### src/rtl/pla_inv_search.sv
// ---------------------------------------------------------------------------
// pla_inv_search
//
// Inverse search over an external 7-input / 9-output PLA.  Each candidate
// input vector 0..127 is driven on pla_x in ascending order.  The PLA's
// response pla_z is compared against a latched target pattern under a
// latched per-bit mask.  The search reports the first candidate that
// matches.
//
// Optional feature, selected by the macro PLA_INV_MULTI_MATCH_EN:
//   undefined : the scan stops at the first match; match_count is tied to 0.
//   defined   : the scan always covers all 128 candidates; found/result_x
//               still hold the first match, and match_count counts every
//               match, saturating at 128.
//
// Parameter:
//   PLA_LAT     cycles from driving pla_x to a valid pla_z (0..3)
//
// Ports:
//   clk         system clock, rising edge
//   rst         synchronous active-high reset
//   start       request a new search (only honoured in IDLE)
//   target      required PLA output pattern, latched on start
//   mask        per-bit compare enable (1 = compare), latched on start
//   pla_x       candidate vector to the PLA (0 outside SCAN)
//   pla_z       PLA response to pla_x
//   busy        high while a search is running
//   done        one-cycle completion pulse
//   found       a matching candidate was found (held until next start)
//   result_x    first matching candidate, else 0 (held until next start)
//   match_count number of matching candidates (0 without the macro)
// ---------------------------------------------------------------------------
module pla_inv_search #(
  parameter int PLA_LAT = 1
) (
  input  logic       clk,
  input  logic       rst,
  input  logic       start,
  input  logic [8:0] target,
  input  logic [8:0] mask,
  output logic [6:0] pla_x,
  input  logic [8:0] pla_z,
  output logic       busy,
  output logic       done,
  output logic       found,
  output logic [6:0] result_x,
  output logic [7:0] match_count
);

  typedef enum logic [1:0] {IDLE, SCAN, DONE} state_t;

  localparam logic [1:0] LAT = 2'(PLA_LAT);

  state_t     state;
  logic [1:0] wait_cnt;
  logic [8:0] target_q;
  logic [8:0] mask_q;
  logic       is_match;
  logic       last_cand;

  // Only the masked bits of the response take part in the comparison.
  assign is_match  = ((pla_z ^ target_q) & mask_q) == 9'd0;
  assign last_cand = (pla_x == 7'd127);

`ifdef PLA_INV_MULTI_MATCH_EN
  logic [7:0] count_q;
  assign match_count = count_q;
`else
  assign match_count = 8'd0;
`endif

  always_ff @(posedge clk) begin
    if (rst) begin
      state    <= IDLE;
      wait_cnt <= 2'd0;
      target_q <= 9'd0;
      mask_q   <= 9'd0;
      pla_x    <= 7'd0;
      busy     <= 1'b0;
      done     <= 1'b0;
      found    <= 1'b0;
      result_x <= 7'd0;
`ifdef PLA_INV_MULTI_MATCH_EN
      count_q  <= 8'd0;
`endif
    end else begin
      case (state)
        IDLE: begin
          done  <= 1'b0;
          pla_x <= 7'd0;
          if (start) begin
            target_q <= target;
            mask_q   <= mask;
            wait_cnt <= 2'd0;
            found    <= 1'b0;
            result_x <= 7'd0;
`ifdef PLA_INV_MULTI_MATCH_EN
            count_q  <= 8'd0;
`endif
            busy     <= 1'b1;
            state    <= SCAN;
          end
        end

        SCAN: begin
          if (wait_cnt != LAT) begin
            wait_cnt <= wait_cnt + 2'd1;
          end else begin
            // pla_z now reflects the current candidate.
            wait_cnt <= 2'd0;
`ifdef PLA_INV_MULTI_MATCH_EN
            if (is_match) begin
              if (count_q < 8'd128)
                count_q <= count_q + 8'd1;
              if (!found) begin
                found    <= 1'b1;
                result_x <= pla_x;
              end
            end
            if (last_cand) begin
              state <= DONE;
              busy  <= 1'b0;
              done  <= 1'b1;
              pla_x <= 7'd0;
            end else begin
              pla_x <= pla_x + 7'd1;
            end
`else
            if (is_match) begin
              found    <= 1'b1;
              result_x <= pla_x;
            end
            // Stop on the first hit or after candidate 127; never wrap to 0.
            if (is_match || last_cand) begin
              state <= DONE;
              busy  <= 1'b0;
              done  <= 1'b1;
              pla_x <= 7'd0;
            end else begin
              pla_x <= pla_x + 7'd1;
            end
`endif
          end
        end

        DONE: begin
          done  <= 1'b0;
          pla_x <= 7'd0;
          state <= IDLE;
        end

        default: begin
          state <= IDLE;
        end
      endcase
    end
  end

endmodule

### config.mk
export PLATFORM = sky130hd
export DESIGN_NAME = pla_inv_search
export DESIGN_NICKNAME = d
export VERILOG_FILES = /design/src/rtl/pla_inv_search.sv
export SDC_FILE = /design/constraint.sdc
export NUM_CORES = 1
export LEC_CHECK = 0
export CAP_MARGIN = 20
export CORE_MARGIN = 3
export CORE_UTILIZATION = 46
export CTS_CLUSTER_SIZE = 16
export DETAILED_ROUTE_END_ITERATION = 16
export PLACE_DENSITY = 0.8
export SETUP_SLACK_MARGIN = 0.2
export SLEW_MARGIN = 25
export SYNTH_ARGS = -nofsm -noshare
export SYNTH_HDL_FRONTEND = slang
export SYNTH_SLANG_ARGS = --single-unit
### constraint.sdc
create_clock -name clk -period 2.5 [get_ports clk]
set_input_delay 0.5 -clock clk [delete_from_list [all_inputs] [get_ports clk]]
set_output_delay 0.5 -clock clk [all_outputs]
set_load 0.01 [all_outputs]
# [Word-level counts from Yosys, hierarchy flattened]
# Index checks and enable logic that the tools add are counted.
[totals] ff_bits=39 input_bits=30 out_inout_bits=25 elab_cells=59
[classes] addsub=2 eq_ne=8 muxes=25 n_bitwise=2 reduce_logical=13
[op_table] operator="$mux 7" n=5
[op_table] operator="$pmux 7 s2" n=2
[op_table] operator="$mux 2" n=5
[op_table] operator="$and 9x9->9" n=1
[op_table] operator="$logic_not 9->1" n=1
[op_table] operator="$xor 9x9->9" n=1
[op_table] operator="$mux 1" n=8
[op_table] operator="$ne 2x2->1 const B" n=4
[op_table] operator="$pmux 2 s2" n=2
[op_table] operator="$reduce_and 4->1" n=2
[op_table] operator="$add 7x1->7 const B" n=1
[op_table] operator="$eq 7x7->1 const B" n=1
[op_table] operator="$pmux 1 s2" n=3
[op_table] operator="$reduce_and 2->1" n=3
[op_table] operator="$reduce_and 3->1" n=2
[op_table] operator="$reduce_bool 2->1" n=2
[op_table] operator="$add 2x1->2 const B" n=1
[op_table] operator="$eq 2x1->1 const B" n=1
[op_table] operator="$eq 2x2->1 const B" n=1
[op_table] operator="$logic_not 2->1" n=1
[op_table] operator="$ne 2x1->1 const B" n=1
[op_table] operator="$reduce_or 2->1" n=1
[op_table] operator="$logic_or 1x1->1" n=1

# [Depth between registers and ports, before layout]
# Gate-level depths: netlist (run 1).
[depth] depth_word=7 mapped_depth=7 ltp_nobuf=6

# [Least setup slack after synthesis (run 1)]
# Ideal clock, no wire load.
[synth_path] kind="input port to flip-flop" start="in pla_z[8]" end="reg result_x[4]" setup_ps=62 arrival_ps=1854 required_time_ps=2438 path_slack_ps=584 path_stages=6 n_path_buf=1 path_cell_list="xor2_1 -> a222oi_1 -> nand4_1 -> buf_2 -> or4_1 -> nand3_1"
[synth_between] elab_chain_cells=5
[synth_lines] item="from (decl)" line_no="42" text="input logic [8:0] pla_z,"
[synth_lines] item="$xor 9x9->9" line_no="62" text="assign is_match = ((pla_z ^ target_q) & mask_q) == 9'd0;"
[synth_lines] item="$and 9x9->9" line_no="62"
[synth_lines] item="$logic_not 9->1" line_no="62"
[synth_lines] item="$ne 2x2->1 (no line)"
[synth_lines] item="$reduce_and 4->1 (no line)"
[synth_lines] item="to (signal assigned)" line_no="131" text="result_x <= pla_x;"
[synth_lines] item="to (decl)" line_no="46" text="output logic [6:0] result_x,"
# No other way between the ends.
# A chain may end at the register's enable or synchronous reset.

# [Worst setup path after layout (run 1)]
[layout_path] start="in pla_z[8]" end="reg result_x[1]"
# Same word-level chain as after synthesis.

==> results of run 1 <==
-- cell usage in the layout (no fill, tap or decap), drive strengths merged, types with 2 or more instances in the layout --
master | netlist | final
xor2 | 11 | 11
buf | 11 | 7
nor2b | 2 | 2
a22oi | 3 | 3
dfxtp | 39 | 39
inv | 4 | 4
and2 | 2 | 2
nand3 | 11 | 11
nand2 | 50 | 50
conb | 1 | 8
nand3b | 8 | 8
nor2 | 11 | 11
nand4 | 3 | 3
or4 | 7 | 7
nor3 | 6 | 6
nand4b | 7 | 7
nand2b | 3 | 3
clkdlybuf4s50 | 0 | 46
clkbuf | 12 | 8
a21oi | 24 | 24
-- final cells by class --
cell class	count	area [sq um]	share of cell area (%)
inverter	4	15.01	0.6224
multi-input combinational	171	943.4	39.11
sequential	39	780.7	32.37
clock buffer	8	100.1	4.149
timing repair buffer	53	513.0	21.27
tap	48	60.06	2.490
-- routing by layer --
layer / global-route usage [%] / vias up / share of wire (%)
met3: 4.373 / 4 / 4.2
met5: 0 / - / 0
met2: 27.12 / 38 / 48
met4: 8.894 / 0 / 1.6
li1: - / 861 / -
met1: 21.72 / 776 / 46
-- flip-flops by register name, indices dropped and copies added (netlist names) --
register,flops
target_q,9
busy,1
mask_q,9
state,2
pla_x,7
found,1
done,1
result_x,7
wait_cnt,2
-- worst max-delay path by stage --
stage	to	slack [ps]	cells past startpoint
after global routing	result_x[3]$_SDFFE_PP0P_	220	7
after detailed placement	result_x[1]$_SDFFE_PP0P_	30	7
after global placement	result_x[1]$_SDFFE_PP0P_	110	7
after floorplan	result_x[4]$_SDFFE_PP0P_	580	6
final	result_x[1]$_SDFFE_PP0P_	320	7
after CTS	result_x[1]$_SDFFE_PP0P_	320	7
-- synth_stat cells (all sizes together) --
cell type,count
a2111oi,1
xor2,11
nand2,50
o21ba,1
nand4,3
a21oi,24
o2bb2ai,1
conb,1
nor4,1
clkbuf,12
dfxtp,39
buf,11
xnor2,1
nor3b,1
and2,2
a222oi,1
nand2b,3
inv,4
o21a,1
a31oi,1
or4,7
nand4b,7
ha,1
o21ai,1
nor3,6
or3b,1
a22oi,3
a32o,1
and3,1
a211oi,1
nand3b,8
nor2,11
nand3,11
nor2b,2
-- tightest hold or removal path, cell delays in order, from the launching register on --
cell,delay [ps]
dfxtp_1,310
nand2_1,50
a21oi_1,50
-- cell families (layout without fill, tap and decap cells) --
kind of cell               after synthesis  after routing
and+or+nand+nor                        114            114
DFF                                     39             39
AOI/OAI and AO/OA                       36             36
buffers and inverters                   27             65
xor gates and xnor gates                12             12
adders and majority gates                1              1
other                                    1              8
-- power by group --
| group | switching, mW | internal [mW] | total, mW |
|---|---|---|---|
| registers | 0.0228 | 0.654 | 0.677 |
| logic | 0.150 | 0.120 | 0.270 |
| clock network | 0.200 | 0.252 | 0.452 |
-- per-stage QoR --
stage	hold slack [ps]	power, mW	cell area (sq um)	worst slack, ps
4_1_cts	457.8	1.413	2412	325.0
3_5_place_dp	447.7	0.9602	2312	33.39
2_1_floorplan	435.7	0.8608	1857	584.0
6_report	457.0	1.399	2412	323.3
5_1_grt	482.0	1.474	2412	223.0
3_3_place_gp	442.3	0.9549	2312	109.3
==> impl_metrics.json, run 1 <==
{
  "cts_buffers": 5,
  "rsz0062_at_grt": "false",
  "port_buffers": 46,
  "reg2reg_from": "target_q[8]$_SDFFE_PP0P_",
  "slew-limit-headroom_pct": 55.00,
  "fin_crit_sh_pct": 87.07,
  "synth-seq-cells": 39,
  "first_pass_iters": 4,
  "overflow": 0,
  "slowest_stage": "or4_1",
  "syn-instance-count": 230,
  "synth_top_area_cell": "dfxtp_1",
  "synth_xor_area_share_pct": 5.742,
  "cp.arrival_ps": 2400,
  "fmax_ghz": 0.4594,
  "cellLeakagePower_nw": 0.9073,
  "die-area_sq_um": 4772,
  "crit_start": "pla_z[8]",
  "yosys-mux-area-fraction_pct": 0,
  "core-area_sq_um": 3744,
  "clk_pin_slew_ps": 70,
  "grt_pass1_wl_um": 6927,
  "yosys.cell_types.count": 36,
  "min_path_cells": 2,
  "slowest_delay_ps": 530,
  "status": "completed",
  "crit_family": "simple AND/OR/NAND/NOR gates",
  "dpl.hpwl_um": 2834,
  "period_needed_ps": 2177,
  "reg2regPathDepth": 6,
  "final.fill_count": 333,
  "clockBufferDepth": 2,
  "ir_drop_mv": 0.3133,
  "critPathBufInv": 2,
  "critical_path.startpoint_type": "input pin",
  "yosysWarnings": 0,
  "grt_max_degree": 25,
  "critPathCaptureType": "flip-flop",
  "rows": 22,
  "n_antenna_cell": 0,
  "maxCapViolCount": 0,
  "synth_fa_ha_area_share_pct": 0.6835,
  "ant_nets": 0,
  "critPathRequiredTime_ps": 2730,
  "die_h_um": 69.08,
  "h-tree-depth": 2,
  "synthSimpleGateAreaFrac_pct": 31.65,
  "instances_no_fill": 323,
  "cts_tree": "built",
  "final_util_pct": 64.44,
  "hold_viol": 0,
  "drv_slew": 0,
  "drc": 0,
  "clkLatencyLatePin_ps": 280,
  "synth_area_leaders": "dfxtp_1 (43%), nand2_1 (10%), a21oi_1 (6.6%)",
  "yosysSeqAreaShare_pct": 42.65,
  "postCtsSetupRepairBufs": 0,
  "avgSynthCellArea_sq_um": 7.959,
  "route.vias.total": 1679,
  "antenna_found_initial": 0,
  "power_density_nw_per_um2": 579.8,
  "synthToLayoutAreaGrowth_pct": 31.78,
  "via_per_inst": 5.198,
  "die_x_um": 69.08,
  "min_to": "mask_q[1]$_SDFFE_PP0P_",
  "rrSetupSlack_ps": 620,
  "finalClockSkew_ps": 4.674,
  "start_util_pct": 48.90,
  "grt_pass1_vias": 1592,
  "drive_gt1_share_pct": 5.818,
  "hp-class": "reg2reg",
  "gp_congestion": 0.8445,
  "crit_path_cell_trace": "clkdlybuf4s50_1 > xor2_1 > a222oi_1 > nand4_1 > buf_4 > or4_1 > nand3_1",
  "synth_top_family_by_area": "simple AND/OR/NAND/NOR gates",
  "placedCellCount": 315,
  "wl_um": 3951,
  "layout.nets": 305,
  "numClockSinks": 39,
  "wire_per_inst_um": 12.23,
  "finalSetupViolCount": 0,
  "io_pins": 55,
  "syn_area_sq_um": 1831,
  "synth_top_area_share_pct": 42.65,
  "critPathKind": "in2reg",
  "cts_hold_buf": 0,
  "cts-resized-gates": 0,
  "drt_iter0_drc": 104,
  "grt_usage_pct": 17.26,
  "worst_slew_pin_slew_ps": 672.9,
  "synth_compound_area_share_pct": 11.83,
  "cp_max_fo": 22,
  "root_buffer": "clkbuf_8",
  "fin_tns_setup_ps": 0,
  "r2r-end": "result_x[1]$_SDFFE_PP0P_",
  "min_from": "mask_q[1]$_SDFFE_PP0P_"
}
Note: power is estimated with default switching activity, not from simulation.
==> inputs of run 2 (changes only) <==
CORE_UTILIZATION = 25   (was 46)
CTS_CLUSTER_DIAMETER = 50   (was default)
PLACE_DENSITY = 0.5   (was 0.8)
SLEW_MARGIN = default   (was 25)
==> impl_metrics.json, run 2 (synthesis gave the netlist of run 1 again) <==
{
  "grt_pass1_vias": 1597,
  "antenna_found_initial": 0,
  "cts_tree": "built",
  "rsz0062_at_grt": "false",
  "overflow": 0,
  "ir_drop_mv": 0.2230,
  "grt_usage_pct": 10.98,
  "io_pins": 55,
  "die-area_sq_um": 8385,
  "h-tree-depth": 2,
  "critPathBufInv": 2,
  "n_antenna_cell": 0,
  "drc": 0,
  "die_x_um": 91.57,
  "power_density_nw_per_um2": 596.6,
  "cellLeakagePower_nw": 0.9276,
  "clockBufferDepth": 2,
  "ant_nets": 0,
  "hold_viol": 0,
  "final_util_pct": 36.14,
  "route.vias.total": 1641,
  "layout.nets": 307,
  "slowest_delay_ps": 510,
  "core-area_sq_um": 6944,
  "cts_buffers": 5,
  "top_regs": "mask_q (9), target_q (9)",
  "drt_iter0_drc": 80,
  "drv_slew": 0,
  "synthToLayoutAreaGrowth_pct": 37.12,
  "critPathKind": "in2reg",
  "fin_tns_setup_ps": 0,
  "cts_hold_buf": 0,
  "port_buffers": 46,
  "critPathCaptureType": "flip-flop",
  "clk_pin_slew_ps": 80,
  "postCtsSetupRepairBufs": 0,
  "die_h_um": 91.57,
  "start_util_pct": 26.36,
  "cp_max_fo": 22,
  "wl_um": 4469,
  "via_per_inst": 4.399,
  "crit_family": "simple AND/OR/NAND/NOR gates",
  "fin_crit_sh_pct": 86.74,
  "critPathRequiredTime_ps": 2730,
  "finalSetupViolCount": 0,
  "fmax_ghz": 0.4611,
  "wire_per_inst_um": 11.98,
  "maxCapViolCount": 0,
  "finalClockSkew_ps": 5.243,
  "clkLatencyLatePin_ps": 290,
  "status": "completed",
  "numClockSinks": 39,
  "final_common_cell": "nand2_1",
  "cp.arrival_ps": 2400,
  "slowest_stage": "or4_1",
  "slew-limit-headroom_pct": 66.08,
  "gp_congestion": 0.7594,
  "drive_gt1_share_pct": 6.859,
  "grt_pass1_wl_um": 7548,
  "grt_max_degree": 23,
  "critical_path.startpoint_type": "input pin",
  "hp-class": "reg2reg",
  "worst_slew_pin_slew_ps": 507.2,
  "rows": 30,
  "period_needed_ps": 2169,
  "cts-resized-gates": 0,
  "root_buffer": "clkbuf_8",
  "dpl.hpwl_um": 3199,
  "first_pass_iters": 4,
  "layout_common_cells": "nand2_1 (50), clkdlybuf4s50_1 (46), dfxtp_1 (39)",
  "crit_path_cell_trace": "clkdlybuf4s50_1 > xor2_1 > a222oi_1 > nand4_1 > buf_6 > or4_1 > nand3_1"
}
## run 2: final timing paths
check                             endpoint  slack [ps]  cells past startpoint                      from
hold / removal      mask_q[1]$_SDFFE_PP0P_         460                      2    mask_q[1]$_SDFFE_PP0P_
setup reg to reg  result_x[5]$_SDFFE_PP0P_         620                      6  target_q[8]$_SDFFE_PP0P_
setup / recovery  result_x[5]$_SDFFE_PP0P_         330                      7                  pla_z[8]
hold reg to reg     mask_q[1]$_SDFFE_PP0P_         460                      2    mask_q[1]$_SDFFE_PP0P_
## run 2: cell type report
class	count	area, sq um
Clock inverter	2	35.03
Inverter	4	15.01
Fill cell	737	4434
Tap cell	96	120.1
Sequential cell	39	780.7
Multi-Input combinational cell	171	944.7
Timing Repair Buffer	55	531.8
Clock buffer	6	82.58
## run 2: per-layer routing
layer / GRT usage, % / part of all wire (%) / up-vias
met5: 0 / 0 / -
met4: 4.146 / 1.4 / 0
met3: 2.817 / 3.8 / 7
met2: 16.98 / 44 / 32
met1: 14.59 / 50 / 733
li1: - / - / 869
## run 2: stage by stage
step,setup WS (ps),hold WS (ps),instances,area (sq um),power (mW)
after floorplan,584.0,435.7,237,1857,0.8608
after global placement,73.21,443.1,365,2387,0.9688
after detailed placement,-5.451,446.2,365,2387,0.9680
after CTS,293.5,457.0,373,2505,1.511
after global routing,221.0,485.6,373,2510,1.589
final,331.4,457.1,373,2510,1.497
## run 2: power breakdown
part           internal, mW  leakage [nW]  switching, mW
Combinational         0.125         0.549          0.154
Clock                 0.323        0.0612          0.219
Sequential            0.654         0.318         0.0226
## run 2: worst reg2reg max path: stages, from the launching register on
cell and delay [ps]:
dfxtp_1 320, xor2_1 160, a222oi_1 370, nand4_1 170, buf_6 200, or4_1 510, nand3_1 90
